`config.mk`:
```
export PLATFORM = sky130hd
export DESIGN_NAME = alu_arbiter
export DESIGN_NICKNAME = d
export VERILOG_FILES = /design/src/rtl/alu_arbiter.sv
export SDC_FILE = /design/constraint.sdc
export NUM_CORES = 1
export LEC_CHECK = 0
export CAP_MARGIN = 20
export CORE_MARGIN = 8
export CORE_UTILIZATION = 25
export DETAILED_ROUTE_END_ITERATION = 10
export GPL_TIMING_DRIVEN = 0
export PLACE_DENSITY = 0.6
export SYNTH_ARGS = -nofsm -noshare
export SYNTH_HDL_FRONTEND = slang
export SYNTH_SLANG_ARGS = --single-unit
```
`constraint.sdc`:
```
create_clock -name clk -period 4.25 [get_ports clk]
set_input_delay 0.85 -clock clk [delete_from_list [all_inputs] [get_ports clk]]
set_output_delay 0.85 -clock clk [all_outputs]
set_load 0.02 [all_outputs]
```
`src/rtl/alu_arbiter.sv`:
```
// Round-robin sharing of one external ALU between two requesters,
// with a registered issue stage and one response slot per port.
module alu_arbiter #(
    parameter int XLEN = 32,
    parameter int OPW  = 4
) (
    input  logic              clk,
    input  logic              rst_n,
    input  logic [1:0]        req_valid,
    output logic [1:0]        req_ready,
    input  logic [2*OPW-1:0]  req_op,
    input  logic [2*XLEN-1:0] req_a,
    input  logic [2*XLEN-1:0] req_b,
    output logic [1:0]        resp_valid,
    input  logic [1:0]        resp_ready,
    output logic [2*XLEN-1:0] resp_data,
    output logic [OPW-1:0]    alu_op,
    output logic [XLEN-1:0]   alu_a,
    output logic [XLEN-1:0]   alu_b,
    input  logic [XLEN-1:0]   alu_result
);

    logic              iss_valid_q, iss_valid_d;
    logic              iss_owner_q, iss_owner_d;
    logic              last_grant_q, last_grant_d;
    logic [OPW-1:0]    alu_op_q, alu_op_d;
    logic [XLEN-1:0]   alu_a_q, alu_a_d;
    logic [XLEN-1:0]   alu_b_q, alu_b_d;
    logic [1:0]        resp_valid_q, resp_valid_d;
    logic [2*XLEN-1:0] resp_data_q, resp_data_d;

    logic [1:0] pop;
    logic       iss_drain;
    logic       iss_free;
    logic       grant;
    logic       accept;

    // Drain/free conditions and round-robin grant; no grant while in reset.
    always_comb begin
        pop       = resp_valid_q & resp_ready;
        iss_drain = iss_valid_q
                  & (~resp_valid_q[iss_owner_q] | pop[iss_owner_q]);
        iss_free  = ~iss_valid_q | iss_drain;
        grant     = (&req_valid) ? ~last_grant_q : req_valid[1];
        accept    = rst_n & iss_free & req_valid[grant];
        req_ready = 2'b00;
        req_ready[grant] = accept;
    end

    // Next state of the issue stage, grant pointer and response slots.
    always_comb begin
        iss_valid_d  = iss_valid_q;
        iss_owner_d  = iss_owner_q;
        last_grant_d = last_grant_q;
        alu_op_d     = alu_op_q;
        alu_a_d      = alu_a_q;
        alu_b_d      = alu_b_q;
        resp_valid_d = resp_valid_q;
        resp_data_d  = resp_data_q;

        for (int i = 0; i < 2; i++) begin
            if (iss_drain && (iss_owner_q == 1'(i))) begin
                resp_valid_d[i] = 1'b1;
                resp_data_d[i*XLEN +: XLEN] = alu_result;
            end else if (pop[i]) begin
                resp_valid_d[i] = 1'b0;
            end
        end

        if (accept) begin
            iss_valid_d  = 1'b1;
            iss_owner_d  = grant;
            last_grant_d = grant;
            alu_op_d     = req_op[grant*OPW +: OPW];
            alu_a_d      = req_a[grant*XLEN +: XLEN];
            alu_b_d      = req_b[grant*XLEN +: XLEN];
        end else if (iss_free) begin
            iss_valid_d = 1'b0;
        end
    end

    // State registers; port 0 wins the first tie after reset.
    always_ff @(posedge clk or negedge rst_n) begin
        if (!rst_n) begin
            iss_valid_q  <= 1'b0;
            iss_owner_q  <= 1'b0;
            last_grant_q <= 1'b1;
            alu_op_q     <= '0;
            alu_a_q      <= '0;
            alu_b_q      <= '0;
            resp_valid_q <= 2'b00;
            resp_data_q  <= '0;
        end else begin
            iss_valid_q  <= iss_valid_d;
            iss_owner_q  <= iss_owner_d;
            last_grant_q <= last_grant_d;
            alu_op_q     <= alu_op_d;
            alu_a_q      <= alu_a_d;
            alu_b_q      <= alu_b_d;
            resp_valid_q <= resp_valid_d;
            resp_data_q  <= resp_data_d;
        end
    end

    assign resp_valid = resp_valid_q;
    assign resp_data  = resp_data_q;
    assign alu_op     = alu_op_q;
    assign alu_a      = alu_a_q;
    assign alu_b      = alu_b_q;

endmodule
```
Word-level counts from Yosys, hierarchy flattened

Index checks and enable logic that the tools add are counted.

Word-level logic and storage cells: 49
Output and inout bits: 136
Input bits: 174
Register bits: 137
Latch bits: 0
Memory bits (read-only): 0
RAM bits: 0
Memories: 0

Multipliers: 0
Reductions and logical operators: 7
Shift operators: 3
Eq/ne operators: 0
Bitwise logic cells: 11
Mux-type cells: 15
$lt $le $gt $ge: 3
Divide/modulo/power cells: 0
$add $sub $neg: 0

Operators by type and width:

| cell                                                                 | count |
|---|---|
| 64-bit by 7-bit indexed part select with 32-bit output               | 2 |
| 1-bit two-way mux                                                    | 14 |
| 8-bit by 4-bit indexed part select with 4-bit output                 | 1 |
| 2-bit nonzero test                                                   | 3 |
| 2-bit bitwise AND                                                    | 2 |
| 1-bit by 2-bit < comparator with 1-bit output, second input constant | 2 |
| 1-bit inverter                                                       | 4 |
| 1-bit bitwise AND                                                    | 3 |
| 1-bit logical AND                                                    | 3 |
| 1-bit OR                                                             | 2 |
| 2-bit AND reduction                                                  | 1 |
| 1-bit demux with 1-bit select                                        | 1 |
| 1-bit greater-or-equal comparator, second input constant             | 1 |

Logic depth before layout (Yosys ltp)

Gate-level depths: netlist of the first run.

Word-level depth: 9
Depth in mapped cells: 5
Depth with buffers taken out: 3

Least setup slack after synthesis of the first run

OpenSTA, ideal clock, no wires.

Path kind: in2out
From: in resp_ready[1]
To: out req_ready[0]
Arrival: 1.851 ns
Slack: 1.549 ns
Data required time: 3.400 ns
Buffers on the path: 2
Cell stages on the path: 5
Cell sequence: nand2b_1 -> o221a_2 -> buf_6 -> buf_6 -> nor2b_1

Word-level cells in the longest chain between the ends: 9

RTL lines:

| element                                              | RTL line | RTL |
|---|---|---|
| start, declared                                      | 15       | `input logic [1:0] resp_ready,` |
| 2-bit bitwise AND                                    | 40       | `pop = resp_valid_q & resp_ready;` |
| 1-bit two-way mux (not written as such) (2 in a row) | 42       | `& (~resp_valid_q[iss_owner_q] \| pop[iss_owner_q]);` |
| 1-bit OR                                             | 42       |  |
| 1-bit bitwise AND                                    | 42       |  |
| 1-bit OR                                             | 43       | `iss_free = ~iss_valid_q \| iss_drain;` |
| 1-bit bitwise AND (2 in a row)                       | 45       | `accept = rst_n & iss_free & req_valid[grant];` |
| 2-bit bitwise AND (no source line)                   | --       |  |
| end, declared                                        | 10       | `output logic [1:0] req_ready,` |

Every way passes these cells. The select of a mux whose other input is x is not followed.

Final worst setup path of the first run

From: in rst_n
To: out req_ready[0]

Word-level cells in the longest chain between the ends: 3

RTL lines:

| element                            | RTL line | RTL |
|---|---|---|
| start, declared                    | 8        | `input logic rst_n,` |
| 1-bit bitwise AND (2 in a row)     | 45       |  |
| 2-bit bitwise AND (no source line) | --       |  |

Every way passes these cells.

==> results of run 1 <==
## metrics by stage
step / area [µm²] / utilization / worst slack, ns
3_3_place_gp: 9789 / 0.3921 / -4.672
3_5_place_dp: 9818 / 0.3933 / -0.02138
6_report: 10450 / 0.4187 / 0.3121
5_1_grt: 10450 / 0.4187 / 0.03846
2_1_floorplan: 6284 / - / 1.549
4_1_cts: 10450 / 0.4185 / 0.07221
## cells by family after synthesis
logic type,after synthesis,synth area share
AO/OA/AOI/OAI,4,0.005179
buffers and inverters,24,0.03405
flip-flops,137,0.5458
multiplexers,202,0.4026
AND/OR/NAND/NOR,11,0.01235
## sequential cells by signal (all words and copies together), names as in the netlist
signal        count
alu_b            32
resp_data        64
last_grant_q      1
alu_op            4
iss_owner_q       1
resp_valid        2
iss_valid_q       1
alu_a            32
## timing repair
action / CTS / global route
setup buffers: 0 / 0
setup endpoints to repair: 2 / 2
endpoints found under the hold margin: 0 / 0
resized for setup: 1 / 1
## power by group
group	switching, W	internal (W)
combinational	0.00117	0.00149
sequential	0.000244	0.00177
clock	0.000648	0.000951
## layout make-up
class | instances | share of cell area
Clock buffer | 17 | 0.04070
Multi-Input combinational cell | 217 | 0.2526
Tap cell | 330 | 0.03950
Sequential cell | 137 | 0.3281
Clock inverter | 15 | 0.01915
Buffer | 24 | 0.02047
Timing Repair Buffer | 310 | 0.2995
## layout by cell type (no fill, tap or decap), types with 4 or more instances in the layout
cell type	Yosys	layout
buf_2	5	5
buf_4	9	9
buf_8	6	6
clkbuf_16	0	17
clkdlybuf4s50_1	0	308
dfrtp_1	136	136
inv_6	0	6
inv_8	0	4
mux2_2	132	132
mux2_4	68	68
## final timing paths
check | slack (ns) | to | startpoint
max | 0.31 | req_ready[0] | rst_n
min | 0.33 | alu_a[12] | rst_n
max reg2reg | 2.45 | alu_b[9] | last_grant_q
min reg2reg | 0.48 | resp_data[38] | resp_data[38]
max in group asynchronous | 3.22 | resp_data[1] | rst_n
min in group clk | 0.48 | resp_data[38] | resp_data[38]
## routing by layer
layer,vias up,GRT usage
met5,-,0
met4,0,0.03462
met1,2108,0.1440
met3,13,0.06032
li1,2009,-
met2,178,0.2093
==> summary.md, run 1 <==
| Metric | Value |
|---|---|
| Layout Skew | 0.01555 ns |
| Clock net sink count | approximately 140 |
| Startpoint types | input port |
| Vias in the first global route | about 5k |
| CP required | about 3.4 ns |
| Final hold violation count | 0 |
| Clock Tree Buf Depth | 2 |
| Vias | between 4k and 5k |
| Synth warnings | 0 |
| Largest net degree at the start of global routing | 78 |
| Top cells by count, synth | 136 x dfrtp_1, 132 x mux2_2, 68 x mux2_4 |
| Chip height | between 150 and 200 µm |
| Cell Chain, Critical Path | buf_12, buf_16, o21a_1, o221a_2, buf_6, buf_6, nor2b_1, clkdlybuf4s50_1 |
| Initial Util | 0.2517 |
| Hold slack | roughly 0.33 ns |
| Status | finished clean |
| WL met1 | 7722 µm |
| Avg WL per Cell | approximately 18 µm |
| Number of synthesized register bits | roughly 140 |
| Initial antenna violation count | 0 |
| PortBufs | 309 |
| Crit. path cell count | 8 |
| Cts hold-fix bufs | 0 |
| Crit path buf inv count | 5 |
| Ranking of synthesized cells by area | dfrtp_1 54%, mux2_2 24%, mux2_4 16% |
| Die footprint | just over 30000 µm² |
| Top_reg_cell synth | dfrtp_1 |
| Power per Cell Area | approximately 600 nW/µm² |
| Die Wd | 174.5 µm |
| Nets | just under 900 |
| DRC Markers | 0 |
| Post-synth ARST share | 1.000 |
| Critical path's most frequent cell | buf_6 |
| Syn Std Cell Area | approximately 6300 µm² |
| Number of synthesized flops with an enable pin | 0 |
| Final min period | between 3 and 4 ns |
| Delay-heaviest family, CP | buffers and inverters |
| Slowest stage delay, CP | 0.62 ns |
| Fillers | around 2.4k |
| Peak Freq | ~0.25 GHz |
| Share of layout cells above drive strength 1 | 0.3639 |
| Global-route wire length before repair | about 30000 µm |
| Tot GR Track Use | 0.1265 |
| Worst-path clk slew | roughly 0.07 ns |
| Skew-Pair Late Insertion Delay | ~0.42 ns |
| Fin cells | 1050 |
| Vias per inst | 4.103 |
| # diodes | 0 |
| Crit end category | primary output |
| Final worst path period share | 0.9266 |
| Inst Count DP | 1018 |
| Area leader, netlist | dfrtp_1 |
| Htree depth | 4 |
| CTS tree | built |
| Total iterations of the first detailed-routing run | 4 |
| Worst r2r path cells | 5 |
| Synth cell types | 22 |
| Metal3 WL | approximately 1800 µm |
| HPWL Detailed | about 15000 µm |
| Most used standard cell by instance count after synthesis | dfrtp_1 |
| Max_cap viols | 0 |
| Syn avg cell area | between 15 and 20 µm² |
| Max-Slew Margin vs Limit | 0.7019 |
| Row count | 58 |
| CP Data Arrival Time | approximately 3.1 ns |
| RePlAce Congestion | ~0.69 |
| Slowest library cell on the worst path | clkdlybuf4s50_1 |
| Kind of critical path | in2out |
| Synth Instances | 378 |
| Area Overhead vs Synth | 66.35% |
| Max VDD drop | slightly below 0.3 mV |
| Slew Viols, Final | 0 |
| 1st-iter DRT viols | around 110 |
| Crit Path Max Fanout | between 70 and 80 |
| Post-synthesis sequential area ratio | 0.5458 |
| Multi-input gate area | between 2000 and 3000 µm² |
| RSZ-0062 raised after global routing | false |
| DRT antenna net count | 0 |
| DR WL met2 | between 9000 and 10000 µm |
| Worst Max-Slew Pin Slew | ~0.45 ns |
| Inserted Clock Buffers | 17 |
| Register area | roughly 3400 µm² |
| Yosys top cell area share | 0.5416 |
| Tot Pwr | approximately 0.0063 W |
| GRT overflow | 0 |
| Core Region | ~25000 µm² |
| CTS root buffer | clkbuf_16 |
| # setup viols final | 0 |
| Worst hold path type | in2async |
| Num ports | between 300 and 400 |
| Static Leakage | between 4 and 5 nW |
| Post-Syn Nets | 552 |
| Total Routed Length | approximately 19000 µm |
| Setup TNS | 0 ns |
| Top layer used by detailed routing | met4 |
Power figures use the tool's default switching activity.
==> run 2, diff against run 1 <==
- CORE_MARGIN: 8 -> default
- GPL_TIMING_DRIVEN: 0 -> default
==> run 2 against run 1 <==
  * Hold slack worse by 0.079 ns
  * Combinational power down 2%
  * Register-to-register slack worse by 0.23 ns
  * Largest cell class unchanged
==> summary.md, run 2 (synthesized netlist as in run 1, its figures left out) <==
| Metric | Value |
|---|---|
| Status | finished clean |
| Slew Viols, Final | 0 |
| Die footprint | around 26000 µm² |
| Num ports | between 300 and 400 |
| 1st-iter DRT viols | 135 |
| Setup slack at placement | between 0.8 and 0.9 ns |
| Chip height | ~160 µm |
| Worst Max-Slew Pin Slew | between 0.9 and 1 ns |
| CP required | roughly 3.4 ns |
| PortBufs | a little over 300 |
| Final worst slack | just under 0.9 ns |
| Share of layout cells above drive strength 1 | 0.3504 |
| Core Region | between 20000 and 25000 µm² |
| Post-route cell area | around 10000 µm² |
| Critical path's most frequent cell | clkdlybuf4s50_1 |
| Area Overhead vs Synth | 63.30% |
| Kind of critical path | in2out |
| Vias per inst | between 4 and 5 |
| Cts hold-fix bufs | 0 |
| Commonest non-fill, non-tap cell in the layout | clkdlybuf4s50_1 |
| Fin cells | about 1.0k |
| RSZ-0062 raised after global routing | false |
| Max_cap viols | 0 |
| Worst hold path type | in2async |
| HPWL Detailed | 12220 µm |
| RePlAce Congestion | 0.8164 |
| Post_cts resized | 0 |
| Placed inst area | just under 10000 µm² |
| CTS tree | built |
| DRC Markers | 0 |
| Clock net sink count | about 140 |
| Inst Count DP | 994 |
| # diodes | 0 |
| Global-route wire length before repair | ~26000 µm |
| Slowest stage delay, CP | 0.62 ns |
| Die Wd | 160.5 µm |
| Final core occ | 0.4195 |
| Fillers | 2255 |
| Total Routed Length | roughly 16000 µm |
| Final worst path period share | 0.7948 |
| Final min period | approximately 3.4 ns |
| Max-Slew Margin vs Limit | 0.3767 |
| Startpoint types | input port |
| Crit end category | primary output |
| Avg WL per Cell | 16.02 µm |
| Setup TNS | 0 ns |
| Slowest library cell on the worst path | clkdlybuf4s50_1 |
| Cell Chain, Critical Path | clkdlybuf4s50_1, o21a_1, o221a_4, nor2b_1, clkdlybuf4s50_1 |
| Initial antenna violation count | 0 |
| Power per Cell Area | ~600 nW/µm² |
| Setup bufs post-CTS | 0 |
| Skew-Pair Late Insertion Delay | around 0.4 ns |
| Most frequent cells in the layout | 308 x clkdlybuf4s50_1, 136 x dfrtp_1, 132 x mux2_2, 68 x mux2_4, 17 x clkbuf_16 |
| Layout Skew | around 0.011 ns |
| Initial Util | 0.2569 |
| # setup viols final | 0 |
| Largest net degree at the start of global routing | slightly above 70 |
| Inserted Clock Buffers | 17 |
| Tot GR Track Use | 0.1272 |
| Max VDD drop | around 0.27 mV |
| Static Leakage | ~4.2 nW |
| Nets | approximately 860 |
| CP Data Arrival Time | roughly 2.5 ns |
| GRT overflow | 0 |
| Htree depth | 4 |
| Total iterations of the first detailed-routing run | 4 |
| Crit Path Max Fanout | 4 |
| CTS root buffer | clkbuf_16 |
| Final hold violation count | 0 |
| Max reg flops | 64 |
| Row count | between 50 and 60 |
| Vias in the first global route | 4875 |
| Worst-path clk slew | ~0.060 ns |
| Vias | about 4.3k |
| DRT antenna net count | 0 |
| Peak Freq | just under 0.3 GHz |
| Clock Tree Buf Depth | 2 |
[run 2: path summary, 6_finish.rpt]
check | start | end | slack (ns) | cells after the start
setup reg to reg | iss_valid_q | alu_a[2] | 2.22 | 4
hold / removal | rst_n | alu_a[16] | 0.25 | 1
setup / recovery | req_valid[0] | req_ready[0] | 0.87 | 5
hold reg to reg | resp_data[7] | resp_data[7] | 0.50 | 1
max in group asynchronous | rst_n | resp_data[28] | 2.87 | 2
min in group clk | resp_data[7] | resp_data[7] | 0.50 | 1
[run 2: layer usage]
metal  track usage  share of wire  up-vias
met2        0.2359           0.53      176
li1              -              -     1984
met1        0.1356           0.38     2131
met5             0              0        -
met3       0.04339          0.078       10
met4       0.03550          0.010        0
[run 2: through the flow]
stage / hold slack, ns / power (W)
2_1_floorplan: 0.5052 / 0.003352
6_report: 0.2469 / 0.006181
5_1_grt: 0.2263 / 0.006468
3_5_place_dp: 0.4867 / 0.004679
3_3_place_gp: 0.4787 / 0.004632
4_1_cts: 0.2223 / 0.006287
[run 2: report_power, final]
group	total [W]	internal, W	leakage, nW	switching, W
Sequential	0.00203	0.00177	1.60	0.000254
Combinational	0.00260	0.00146	2.35	0.00114
Clock	0.00155	0.000941	0.292	0.000613
[run 2: area by class of cell]
type | count | area [µm²] | share of cell area
clock buffer | 18 | 429.2 | 0.04182
clock inverter | 14 | 187.7 | 0.01829
multi-input combinational | 217 | 2663 | 0.2595
sequential | 137 | 3430 | 0.3342
tap | 324 | 405.4 | 0.03951
timing repair buffer | 316 | 3147 | 0.3067
[run 2: worst max-delay path: cells and delay by family]
family / cells / cell delay, ns
AO/OA/AOI/OAI: 2 / 0.35
AND/OR/NAND/NOR: 1 / 0.16
buffers and inverters: 2 / 1.16
==> edit 1: new RTL, config.mk and constraints of run 2 <==
Change the parameter `XLEN` from 32 to 24.
--- a/src/rtl/alu_arbiter.sv
+++ b/src/rtl/alu_arbiter.sv
@@ -1,7 +1,7 @@
 // Round-robin sharing of one external ALU between two requesters,
 // with a registered issue stage and one response slot per port.
 module alu_arbiter #(
-    parameter int XLEN = 32,
+    parameter int XLEN = 24,
     parameter int OPW  = 4
 ) (
     input  logic              clk,
Ports: changed (6 resized); port bits go from 310 to 238. No check against the original RTL was run, so the function may have changed too.
==> edit 1 against run 2 <==
Sequential cell count down 32. Setup slack better by 0.021 ns. Clock skew fell by 0.0054 ns. Sequential power fell by 25%. Routed wire length fell by 25%. Total power is 30% lower. Global-route usage increased by 0.19 points. Sequential share of layout area increased by 0.86 points. Cell area shrank 25%. Area after synthesis is 24% lower. Combinational power down 25%. Critical path type unchanged.
==> edit 1: results (changes against run 2) <==
total_switching_power_uw: 1415  # was 2006 uW
max_slew_margin: 0.3686  # was 0.3767
routed_wl_um: 12250  # was 16440 um
fp.dieW_um: 140.4  # was 160.5 um
arrival_ns: 2.51  # was 2.53 ns
fin_worst_skew_ns: 0.005874  # was 0.01124 ns
leakage_uw: 0.003140  # was 0.004246 uW
buf_share: 0.3159  # was 0.3067
fillers: 1725  # was 2255
ctsHtreeMaxLevel: 3  # was 4
dp_cells: 752  # was 994
avgSynthCellArea_sq_um: 16.41  # was 16.62 sq um
placed_area_sq_mm: 0.007355  # was 0.009644 sq mm
worstPathMaxFanout: 3  # was 4
synth_area_leaders: "dfrtp_1 (54%), mux2_2 (27%), mux2_4 (12%), buf_12 (1.3%), buf_2 (0.94%)"  # was dfrtp_1 (54%), mux2_2 (24%), mux2_4 (16%), buf_8 (1.4%), buf_4 (1.1%)
first_global_vias: 3645  # was 4875
gp_congestion: 0.7306  # was 0.8164
io_buffers: 237  # was 309
seq_share: 0.3429  # was 0.3342
drive_gt1_frac: 0.3483  # was 0.3504
drt_first_iter_violations: 84  # was 135
grt_usage: 0.1291  # was 0.1272
pwr-share-seq: 0.353  # was 0.328
yosysUniqueCellTypes: 20  # was 22
status: "complete, no violations"  # unchanged
clockPowerShare: 0.198  # was 0.252
buffers: 244  # was 316
dr.pass1.iters: 3  # was 4
synth_fp_nets: 426  # was 552
cts_inserted_buffers: 9  # was 17
multi_input_cells: 169  # was 217
grt_max_degree: 61  # was 72
ys_ff_latch: 105  # was 137
-- edit 1: logic make-up after synthesis --
family	count (synthesis)	synth area share
AND/OR/NAND/NOR	11	0.01646
multiplexers	154	0.3917
flip-flops	105	0.5487
buffers and inverters	18	0.03447
AO/OA/AOI/OAI	4	0.008621
-- edit 1: worst paths after layout --
path | startpoint | endpoint | slack [ns] | cells past startpoint
worst max-delay path | req_valid[0] | req_ready[0] | 0.89 | 5
worst min-delay path | resp_data[22] | resp_data[22] | 0.51 | 1
worst max register to register | iss_valid_q | alu_b[20] | 2.17 | 4
worst min register to register | resp_data[22] | resp_data[22] | 0.51 | 1
max in group asynchronous | rst_n | alu_a[8] | 2.42 | 3
min in group asynchronous | rst_n | alu_b[6] | 0.62 | 2
-- edit 1: metal layers --
layer	vias to the layer above	GRT usage
met5	-	0
met4	0	0.05263
met3	11	0.03043
met2	118	0.2379
met1	1612	0.1418
li1	1513	-
==> edit 2: new RTL, flow settings as in run 2 <==
Made on the original files. `resp_data_q` no longer has a reset.
--- a/src/rtl/alu_arbiter.sv
+++ b/src/rtl/alu_arbiter.sv
@@ -89,7 +89,6 @@
             alu_a_q      <= '0;
             alu_b_q      <= '0;
             resp_valid_q <= 2'b00;
-            resp_data_q  <= '0;
         end else begin
             iss_valid_q  <= iss_valid_d;
             iss_owner_q  <= iss_owner_d;
@@ -98,8 +97,11 @@
             alu_a_q      <= alu_a_d;
             alu_b_q      <= alu_b_d;
             resp_valid_q <= resp_valid_d;
-            resp_data_q  <= resp_data_d;
         end
+    end
+
+    always_ff @(posedge clk) begin
+        resp_data_q <= resp_data_d;
     end
 
     assign resp_valid = resp_valid_q;
Check against the original RTL: differs if rst_n is asserted again (counterexample within 4 cycles, from zero or initial values and one cycle with rst_n low); with rst_n held inactive, the same outputs for 4 cycles.
==> edit 2 against run 2 <==
Die area fell by 6.5%. Critical endpoint unchanged. First-iteration DRC count decreased by 48%. Critical path depth did not move. Total power down 26%. Highest routed layer unchanged. Routed wire length shrank 5.8%. Count of clock-buffer cells in the layout down 1. Setup slack got worse by 0.0026 ns. Area after synthesis down 6.5%. Clock skew down 0.0042 ns. Cell area is 4.5% lower. Sequential cell count stayed put.
==> edit 2: results (changes against run 2) <==
wl_met1_um: 6358  # was 6328 um
ctsHtreeMaxLevel: 4  # unchanged
arrival_ns: 2.53  # about the same
clk_pin_slew_worst_paths_ns: 0.06  # about the same
synth_top_flop_cell: "dfrtp_1"  # unchanged
clk-insertion-delay-late_ns: 0.40
avgViaCountPerCell: 4.023  # was 4.192
max_slew_margin: 0.4440  # was 0.3767
placed_area_sq_mm: 0.009234  # was 0.009644 sq mm
timing.rr.end: "alu_a[2]"  # unchanged
slowest_stage: "clkdlybuf4s50_1"  # unchanged
maxUsedRoutingLayer: "met4"  # unchanged
maxSlewViolCount: 0  # unchanged
min_path_type: "register to register"  # was input pin to asynchronous set/reset pin
synth_fp_nets: 480  # was 552
antenna_found_initial: 0  # unchanged
ys_warn_count: 0  # unchanged
first_global_vias: 4142  # was 4875
root_buffer: "clkbuf_16"  # unchanged
leakage_uw: 0.003825  # was 0.004246 uW
cts_inserted_buffers: 17  # unchanged
async_flop_share: 0.5328  # was 1.000
synth_enable_flop_cells: 64  # was 0
r2r_setup_slack_ns: 1.72  # was 2.22 ns
synthTopCellsByCount: "dfrtp_1 (72), mux2_2 (68), mux2_4 (68)"  # was dfrtp_1 (136), mux2_2 (132), mux2_4 (68)
clockBufferDepth: 2  # unchanged
rr_worst_depth: 5  # was 4
worstPathMaxFanout: 4  # unchanged
crit_path_end: "req_ready[0]"  # unchanged
yosys.area_share.adder: 0  # unchanged
grt_max_degree: 51  # was 72
drt_first_iter_violations: 70  # was 135
nNetsFinal: 800  # was 863
max_stage_delay_ns: 0.63
synthXorXnorAreaFrac: 0  # unchanged
grt_usage: 0.1271  # was 0.1272
drive_gt1_frac: 0.2879  # was 0.3504
dr_wl_met3_um: 1128  # was 1286 um
met2_length_um: 7821  # was 8654 um
synth_area_leaders: "edfxtp_1 (33%), dfrtp_1 (31%), mux2_4 (17%), mux2_2 (13%), buf_12 (2.4%)"  # was dfrtp_1 (54%), mux2_2 (24%), mux2_4 (16%), buf_8 (1.4%), buf_4 (1.1%)
post_cts_buffers: 0  # unchanged
cts_resized: 0  # unchanged
reg2reg_from: "iss_valid_q"  # unchanged
gp_congestion: 0.7630  # was 0.8164
avgRoutedWirePerCell_um: 16.26  # was 16.02 um
crit_start: "req_valid[0]"  # unchanged
grt_pass1_wl_um: 23320  # was 25720 um
synth.area.mux_share: 0.3081  # was 0.4026
fin_worst_skew_ns: 0.007039  # was 0.01124 ns
synth_compound_area_frac: 0.007030  # was 0.005177
status: "complete, no violations"  # unchanged
dr.pass1.iters: 3  # was 4
yosysSeqAreaShare: 0.6385  # was 0.5458
dp_hpwl_um: 11620  # was 12220 um
yosysUniqueCellTypes: 20  # was 22
ir_worst_vdd_mv: 0.2360  # was 0.2672 mV
edit 2: cell families after synthesis:
family | after synthesis
and+or+nand+nor | 11
DFF | 137
muxes | 138
AOI/OAI and AO/OA | 4
buffers and inverters | 16
edit 2: area by class of cell:
| cell class | count | area [sq um] |
|---|---|---|
| Sequential cell | 137 | 3750 |
| Multi-Input combinational cell | 153 | 1942 |
| Timing Repair Buffer | 317 | 3151 |
| Fill cell | 2084 | 13050 |
| Clock inverter | 15 | 136.4 |
| Tap cell | 313 | 391.6 |
| Clock buffer | 17 | 425.4 |
edit 2: how the worst min path moves through the flow:
stage | from | end | slack (ns)
after global placement | alu_a[1] | alu_a[1] | 0.47
final | alu_a[2] | alu_a[2] | 0.50
after CTS | alu_a[2] | alu_a[2] | 0.51
after floorplan | iss_owner_q | iss_owner_q | 0.51
after detailed placement | alu_a[2] | alu_a[2] | 0.49
after global routing | alu_a[23] | alu_a[23] | 0.52
edit 2: worst reg2reg max path, cell delays in order (launching register included):
cell	delay [ns]
dfrtp_1	0.41
nand2_1	0.15
o221a_4	0.25
buf_4	0.43
buf_4	0.73
mux2_1	0.45
edit 2: per-layer routing:
layer | vias up | GRT usage
li1 | 1775 | -
met1 | 1854 | 0.1493
met2 | 190 | 0.2220
met3 | 11 | 0.03677
met4 | 0 | 0.04248
met5 | - | 0
edit 2: power breakdown:
| group | switching, uW | internal, uW | leakage [uW] | total (uW) |
|---|---|---|---|---|
| registers | 121 | 1640 | 0.00145 | 1760 |
| clock network | 617 | 770 | 0.000268 | 1390 |
| logic | 614 | 820 | 0.00211 | 1430 |
edit 2: through the flow:
| stage | power [uW] | hold WS (ns) | util | instances | setup slack [ns] |
|---|---|---|---|---|---|
| after floorplan | 2520 | 0.5052 | - | 306 | 1.378 |
| after global placement | 3223 | 0.4733 | 0.4042 | 920 | 0.7701 |
| after detailed placement | 3239 | 0.4904 | 0.4042 | 920 | 0.6996 |
| after CTS | 4667 | 0.5096 | 0.4288 | 952 | 0.8468 |
| after global routing | 4794 | 0.5240 | 0.4288 | 952 | 0.7915 |
| final | 4583 | 0.5027 | 0.4288 | 952 | 0.8694 |
